[src/rtl/tile_hit_judge.sv]
// Piano-tiles hit judge: scores key presses against hit-zone occupancy, tracks
// score/combo/lives/best score and the IDLE/PLAY/OVER game state.
module tile_hit_judge #(
  parameter int LANES     = 4,
  parameter int SCORE_W   = 16,
  parameter int COMBO_W   = 8,
  parameter int LIVES_W   = 2,
  parameter int MAX_LIVES = 3,
  parameter int POINTS    = 1,
  parameter int BONUS_AT  = 10
) (
  input  logic               clk,
  input  logic               resetn,
  input  logic               start,
  input  logic [LANES-1:0]   key_pressed,
  input  logic [LANES-1:0]   tile_in_zone,
  input  logic [LANES-1:0]   tile_exit,
  output logic [LANES-1:0]   tile_clear,
  output logic               hit_pulse,
  output logic               miss_pulse,
  output logic [SCORE_W-1:0] score,
  output logic [SCORE_W-1:0] best_score,
  output logic [COMBO_W-1:0] combo,
  output logic [LIVES_W-1:0] lives,
  output logic [1:0]         state,
  output logic               game_over
);

  typedef enum logic [1:0] {
    S_IDLE = 2'd0,
    S_PLAY = 2'd1,
    S_OVER = 2'd2
  } state_t;

  localparam int CNT_W = $clog2(2*LANES+1);
  localparam int ACC_W = SCORE_W + CNT_W + 8;
  localparam int CMB_W = COMBO_W + CNT_W + 1;

  function automatic logic [SCORE_W-1:0] sat_score(input logic [ACC_W-1:0] v);
    if (v > ACC_W'({SCORE_W{1'b1}})) return '1;
    return v[SCORE_W-1:0];
  endfunction

  function automatic logic [COMBO_W-1:0] sat_combo(input logic [CMB_W-1:0] v);
    if (v > CMB_W'({COMBO_W{1'b1}})) return '1;
    return v[COMBO_W-1:0];
  endfunction

  function automatic logic [LIVES_W-1:0] sub_floor(input logic [LIVES_W-1:0] l,
                                                   input logic [CNT_W-1:0]   p);
    if (int'(p) >= int'(l)) return '0;
    return l - LIVES_W'(p);
  endfunction

  state_t             state_q, state_nxt;
  logic [SCORE_W-1:0] score_p1, best_p1, score_nxt, best_nxt;
  logic [COMBO_W-1:0] combo_p1, combo_nxt;
  logic [LIVES_W-1:0] lives_p1, lives_nxt;
  logic [LANES-1:0]   clear_p1, clear_nxt;
  logic               hit_p1, miss_p1, over_p1;
  logic               hit_nxt, miss_nxt;

  logic [LANES-1:0]   hit_p0, wrong_p0, miss_p0;
  logic [CNT_W-1:0]   hcnt_p0, pcnt_p0;
  logic [ACC_W-1:0]   pts_p0;
  logic [SCORE_W-1:0] score_p0;
  logic [COMBO_W-1:0] combo_p0;
  logic [LIVES_W-1:0] lives_p0;

  // Stage p0: per-lane judgement and candidate PLAY-state updates
  always_comb begin
    hit_p0   = key_pressed & tile_in_zone;
    wrong_p0 = key_pressed & ~tile_in_zone;
    miss_p0  = tile_exit & ~hit_p0;
    hcnt_p0  = '0;
    pcnt_p0  = '0;
    for (int i = 0; i < LANES; i++) begin
      hcnt_p0 = hcnt_p0 + CNT_W'(hit_p0[i]);
      pcnt_p0 = pcnt_p0 + CNT_W'(wrong_p0[i]) + CNT_W'(miss_p0[i]);
    end
    // Bonus rate is chosen from the combo before this cycle's hits land
    pts_p0   = (int'(combo_p1) >= BONUS_AT) ? ACC_W'(2*POINTS) : ACC_W'(POINTS);
    score_p0 = sat_score(ACC_W'(score_p1) + ACC_W'(hcnt_p0) * pts_p0);
    combo_p0 = (pcnt_p0 != '0) ? '0 : sat_combo(CMB_W'(combo_p1) + CMB_W'(hcnt_p0));
    lives_p0 = sub_floor(lives_p1, pcnt_p0);
  end

  always_comb begin
    state_nxt = state_q;
    score_nxt = score_p1;
    best_nxt  = best_p1;
    combo_nxt = combo_p1;
    lives_nxt = lives_p1;
    clear_nxt = '0;
    hit_nxt   = 1'b0;
    miss_nxt  = 1'b0;
    case (state_q)
      S_IDLE, S_OVER: begin
        if (start) begin
          state_nxt = S_PLAY;
          score_nxt = '0;
          combo_nxt = '0;
          lives_nxt = LIVES_W'(MAX_LIVES);
        end
      end
      S_PLAY: begin
        if (start) begin
          score_nxt = '0;
          combo_nxt = '0;
          lives_nxt = LIVES_W'(MAX_LIVES);
        end else begin
          score_nxt = score_p0;
          combo_nxt = combo_p0;
          lives_nxt = lives_p0;
          clear_nxt = hit_p0;
          hit_nxt   = (hcnt_p0 != '0);
          miss_nxt  = (pcnt_p0 != '0);
          if (lives_p0 == '0) begin
            state_nxt = S_OVER;
            best_nxt  = (score_p0 > best_p1) ? score_p0 : best_p1;
          end
        end
      end
      default: state_nxt = S_IDLE;
    endcase
  end

  // Stage p1: registered outputs
  always_ff @(posedge clk) begin
    if (!resetn) begin
      state_q  <= S_IDLE;
      score_p1 <= '0;
      best_p1  <= '0;
      combo_p1 <= '0;
      lives_p1 <= '0;
      clear_p1 <= '0;
      hit_p1   <= 1'b0;
      miss_p1  <= 1'b0;
      over_p1  <= 1'b0;
    end else begin
      state_q  <= state_nxt;
      score_p1 <= score_nxt;
      best_p1  <= best_nxt;
      combo_p1 <= combo_nxt;
      lives_p1 <= lives_nxt;
      clear_p1 <= clear_nxt;
      hit_p1   <= hit_nxt;
      miss_p1  <= miss_nxt;
      over_p1  <= (state_nxt == S_OVER);
    end
  end

  assign state      = state_q;
  assign score      = score_p1;
  assign best_score = best_p1;
  assign combo      = combo_p1;
  assign lives      = lives_p1;
  assign tile_clear = clear_p1;
  assign hit_pulse  = hit_p1;
  assign miss_pulse = miss_p1;
  assign game_over  = over_p1;

endmodule
[config.mk]
export PLATFORM = sky130hd
export DESIGN_NAME = tile_hit_judge
export DESIGN_NICKNAME = d
export VERILOG_FILES = /design/src/rtl/tile_hit_judge.sv
export SDC_FILE = /design/constraint.sdc
export NUM_CORES = 1
export LEC_CHECK = 0
export ABC_AREA = 1
export CORE_MARGIN = 5
export CORE_UTILIZATION = 40
export DETAILED_ROUTE_END_ITERATION = 10
export GPL_TIMING_DRIVEN = 0
export SLEW_MARGIN = 20
export SYNTH_ARGS = -nofsm -noshare
export SYNTH_HDL_FRONTEND = slang
export SYNTH_SLANG_ARGS = --single-unit
[constraint.sdc]
create_clock -name clk -period 9 [get_ports clk]
set_clock_uncertainty 0.05 [all_clocks]
set_input_delay 0.9 -clock clk [delete_from_list [all_inputs] [get_ports clk]]
set_output_delay 0.9 -clock clk [all_outputs]
set_load 0.01 [all_outputs]
==> impl_summary.log <==
INFO  metric status = finished clean
INFO  metric end_kind = flip-flop
INFO  metric yosysTopAreaCell = sky130_fd_sc_hd__dfxtp_1
INFO  metric max_freq = about 0.17 GHz
INFO  metric grt_setup_unrepaired = false
INFO  metric antenna_cells = 0
INFO  metric synth-warning-count = 0
INFO  metric yosys_register_bits = 51
INFO  metric route.detailed.drc = 0
INFO  metric slew_viol_final = 0
INFO  metric cts.path.max_buffers = 2
INFO  metric max-cap-violations = 0
INFO  metric hold_depth = 2
INFO  metric p_leak = about 2.1 nW
INFO  metric asyncSetResetFlopFracSynth = 0
INFO  metric average_cell_area_after_synthesis = between 6 and 7 sq um
INFO  metric ctsResizeCount = 0
INFO  metric floorplan.rows = 34
INFO  metric worst_ir_drop_vdd = 0.0001604 V
INFO  metric worst_hold_path.endpoint = score[4]
INFO  metric route.detailed.vias_per_inst = 4.863
INFO  metric grt_overflow = 0
INFO  metric port_buffers = 64
INFO  metric numCtsBuffers = 5
INFO  metric synth-edff-count = 0
INFO  metric netlist_top_cells_area = sky130_fd_sc_hd__dfxtp_1 29%, sky130_fd_sc_hd__nand2_1 15%, sky130_fd_sc_hd__ha_1 13%, sky130_fd_sc_hd__inv_1 8.5%, sky130_fd_sc_hd__nand3_1 5.3%
INFO  metric detail-route-antenna-nets = 0
INFO  metric grt_pass1_vias = approximately 3.3k
INFO  metric cp.required = ~9 ns
INFO  metric tritoncts = yes
INFO  metric final-hold-violation-count = 0
INFO  metric timing.reg2reg.worst_path_depth = 23
INFO  metric drive_above_1_share = 0.05299
INFO  metric grt_pass1_wl = ~15 mm
INFO  metric max_slew_margin = 0.6242
INFO  metric hold_ws = ~0.44 ns
INFO  metric path_common_cell = sky130_fd_sc_hd__ha_1
INFO  metric clock_root_buffer_master = sky130_fd_sc_hd__clkbuf_8
INFO  metric mapped_area = ~3500 sq um
INFO  metric cts_setup_buffers = 0
INFO  metric detailedRoute.firstIterationViolations = around 120
INFO  metric fp.dieW = just over 100 um
INFO  metric crit-reg2reg-capture = best_score[6]
INFO  metric via_count = about 3.4k
INFO  metric proportion_of_synthesized_chip_area_in_sequential_cells = 0.2944
INFO  metric floorplan_die_height = ~100 um
INFO  metric layout_worst_path_cycle_share = 0.6535
INFO  metric worst-path-max-fanout = 10
INFO  metric htree_num_levels = 2
INFO  metric r2r-start = combo[4]
INFO  metric placed_wire_length_estimate = just over 7 mm
INFO  metric ioPinCount = 66
INFO  metric antenna_found_initial = 0
INFO  metric cp_slowest_cell = sky130_fd_sc_hd__fa_1
INFO  metric clk_latency = 0.31 ns
INFO  metric place.gp.congestion = around 0.84
INFO  metric reg2reg_slack = 4.58 ns
INFO  metric slew_at_the_pin_closest_to_its_max_slew_limit = 0.5594 ns
INFO  metric predominant_post_synthesis_flop_cell = sky130_fd_sc_hd__dfxtp_1
INFO  metric synthToLayoutAreaGrowth = 24.78%
INFO  metric start_kind = input port
INFO  metric synth.net_count = 570
INFO  metric worst_hold_start = score[4]
INFO  metric num-nets-final = 641
INFO  metric gate_count_after_technology_mapping = approximately 500
INFO  metric preCtsSetupSlack = about 2.8 ns
INFO  metric yosys.area.top_type_share = 0.2944
INFO  metric wire_per_inst = 12.91 um
INFO  metric grt_util_all_layers = 0.1786
INFO  metric critical-path-max-stage-delay = 0.55 ns
INFO  metric initial_core_util = 0.4036
INFO  metric power.density_cell_area = 255.2 nW/um^2
INFO  metric post_synth_num_cell_types = 34
INFO  metric dieArea = 10,630 sq um
INFO  metric grt_max_degree = 16
INFO  metric worstPathArrival = between 6 and 7 ns
INFO  metric worstSetupPathType = in2reg
INFO  metric hp-class = reg2reg
INFO  metric design.core.area = ~8600 sq um
INFO  metric finalSetupTns = 0 ns
INFO  metric ctsHoldBuffers = 0
INFO  metric first_pass_iters = 4
INFO  metric final.min_clock_period = just under 6 ns
INFO  metric cts_sinks = a little over 50
INFO  metric timing.final.ws_setup = roughly 3.1 ns
INFO  metric cts.reportedPaths.clkPinSlew = 0.10 ns
INFO  metric totalWireLength = between 8 and 9 mm
INFO  metric timing.final.setup_violations = 0
-- how the worst max path moves through the flow --
stage          cells after the start       startpoint        endpoint  slack, ns
3_3_place_gp                      27   key_pressed[1]   best_score[4]       2.82
2_1_floorplan                     26   key_pressed[1]  best_score[10]       3.85
5_1_grt                           28  tile_in_zone[1]   best_score[7]       2.64
6_report                          27  tile_in_zone[1]   best_score[6]       3.12
4_1_cts                           27  tile_in_zone[1]   best_score[6]       3.12
3_5_place_dp                      27   key_pressed[1]   best_score[6]       2.80
-- power by group --
part | total [mW] | internal, mW | switching (mW)
clock network | 0.135 | 0.0536 | 0.0814
logic | 0.662 | 0.267 | 0.395
registers | 0.308 | 0.272 | 0.0353
-- cell usage after synthesis (5+ instances only) --
master / n
sky130_fd_sc_hd__nand3_1: 37
sky130_fd_sc_hd__nor2_1: 49
sky130_fd_sc_hd__dfxtp_1: 51
sky130_fd_sc_hd__o21ai_0: 16
sky130_fd_sc_hd__o21ai_1: 6
sky130_fd_sc_hd__inv_1: 79
sky130_fd_sc_hd__clkbuf_1: 5
sky130_fd_sc_hd__fa_1: 7
sky130_fd_sc_hd__inv_2: 7
sky130_fd_sc_hd__ha_1: 35
sky130_fd_sc_hd__xor2_1: 5
sky130_fd_sc_hd__nor3_1: 6
sky130_fd_sc_hd__a21oi_1: 33
sky130_fd_sc_hd__nand2_1: 139
-- critical path: cells and delay by family --
| family | cells | cell delay (ns) |
|---|---|---|
| AO/OA/AOI/OAI | 2 | 0.32 |
| adder cells (fa/ha/maj) | 7 | 2.34 |
| AND/OR/NAND/NOR | 12 | 1.46 |
| buffers and inverters | 6 | 1.01 |
-- layout by cell type, fill, tap and decap left out --
| master | n |
|---|---|
| sky130_fd_sc_hd__nand4_1 | 4 |
| sky130_fd_sc_hd__xor2_1 | 5 |
| sky130_fd_sc_hd__nand3_1 | 37 |
| sky130_fd_sc_hd__ha_1 | 35 |
| sky130_fd_sc_hd__nand2_2 | 1 |
| sky130_fd_sc_hd__clkbuf_8 | 5 |
| sky130_fd_sc_hd__o21ai_1 | 6 |
| sky130_fd_sc_hd__o32ai_1 | 4 |
| sky130_fd_sc_hd__inv_2 | 7 |
| sky130_fd_sc_hd__fa_1 | 7 |
| sky130_fd_sc_hd__o21ai_0 | 16 |
| sky130_fd_sc_hd__buf_1 | 1 |
| sky130_fd_sc_hd__or2_2 | 2 |
| sky130_fd_sc_hd__buf_2 | 4 |
| sky130_fd_sc_hd__o22ai_1 | 4 |
| sky130_fd_sc_hd__xnor2_1 | 2 |
| sky130_fd_sc_hd__a21oi_1 | 33 |
| sky130_fd_sc_hd__nor3b_1 | 1 |
| sky130_fd_sc_hd__or2_1 | 1 |
| sky130_fd_sc_hd__nor3_1 | 6 |
| sky130_fd_sc_hd__nand3_2 | 2 |
| sky130_fd_sc_hd__a221oi_1 | 2 |
| sky130_fd_sc_hd__a21oi_4 | 1 |
| sky130_fd_sc_hd__clkdlybuf4s50_1 | 64 |
| sky130_fd_sc_hd__nand2_1 | 139 |
| sky130_fd_sc_hd__nor2_4 | 1 |
| sky130_fd_sc_hd__nor4_1 | 1 |
| sky130_fd_sc_hd__nor2_2 | 2 |
| sky130_fd_sc_hd__clkinv_2 | 3 |
| sky130_fd_sc_hd__buf_8 | 1 |
| sky130_fd_sc_hd__o21bai_1 | 1 |
| sky130_fd_sc_hd__clkbuf_1 | 5 |
| sky130_fd_sc_hd__inv_1 | 79 |
| sky130_fd_sc_hd__dfxtp_1 | 51 |
| sky130_fd_sc_hd__o21a_1 | 1 |
| sky130_fd_sc_hd__nor2_1 | 49 |
| sky130_fd_sc_hd__buf_4 | 2 |
-- registers in the layout (all words and copies together), names as in the netlist --
name,flops
lives,2
best_score,16
state,2
score,16
hit_pulse,1
game_over,1
combo,8
tile_clear,4
miss_pulse,1
-- metal layers --
metal,vias to the layer above,routed length (um),track usage
li1,1770,-,-
met1,1525,4044,0.2237
met2,66,4331,0.3133
met3,9,422,0.03112
met4,0,148,0.05179
met5,-,0,0
-- cell families (layout without fill, tap and decap cells) --
logic type	Yosys count	count (layout)	share of synthesized area
and+or+nand+nor	246	246	0.2965
buffers and inverters	99	171	0.1140
AOI/OAI and AO/OA	68	68	0.1108
DFF	51	51	0.2944
adders and majority gates	42	42	0.1667
xor gates and xnor gates	7	7	0.01768
-- stage by stage --
stage               power, mW  cells  cell area (sq um)  utilization
floorplan              0.7602    513               3468            -
global placement       0.9635    685               4244       0.4939
detailed placement     0.9747    685               4244       0.4939
CTS                     1.115    693               4328       0.5036
global route            1.213    693               4328       0.5036
finish                  1.105    693               4328       0.5036
-- layout make-up --
| class | count | area, sq um |
|---|---|---|
| Tap cell | 108 | 135.1 |
| Sequential cell | 51 | 1021 |
| Fill cell | 912 | 4265 |
| Clock buffer | 5 | 68.82 |
| Timing Repair Buffer | 64 | 640.6 |
| Clock inverter | 3 | 15.01 |
| Multi-Input combinational cell | 363 | 2052 |
| Buffer | 13 | 72.57 |
| Inverter | 86 | 322.8 |
Power figures use the tool's default switching activity.
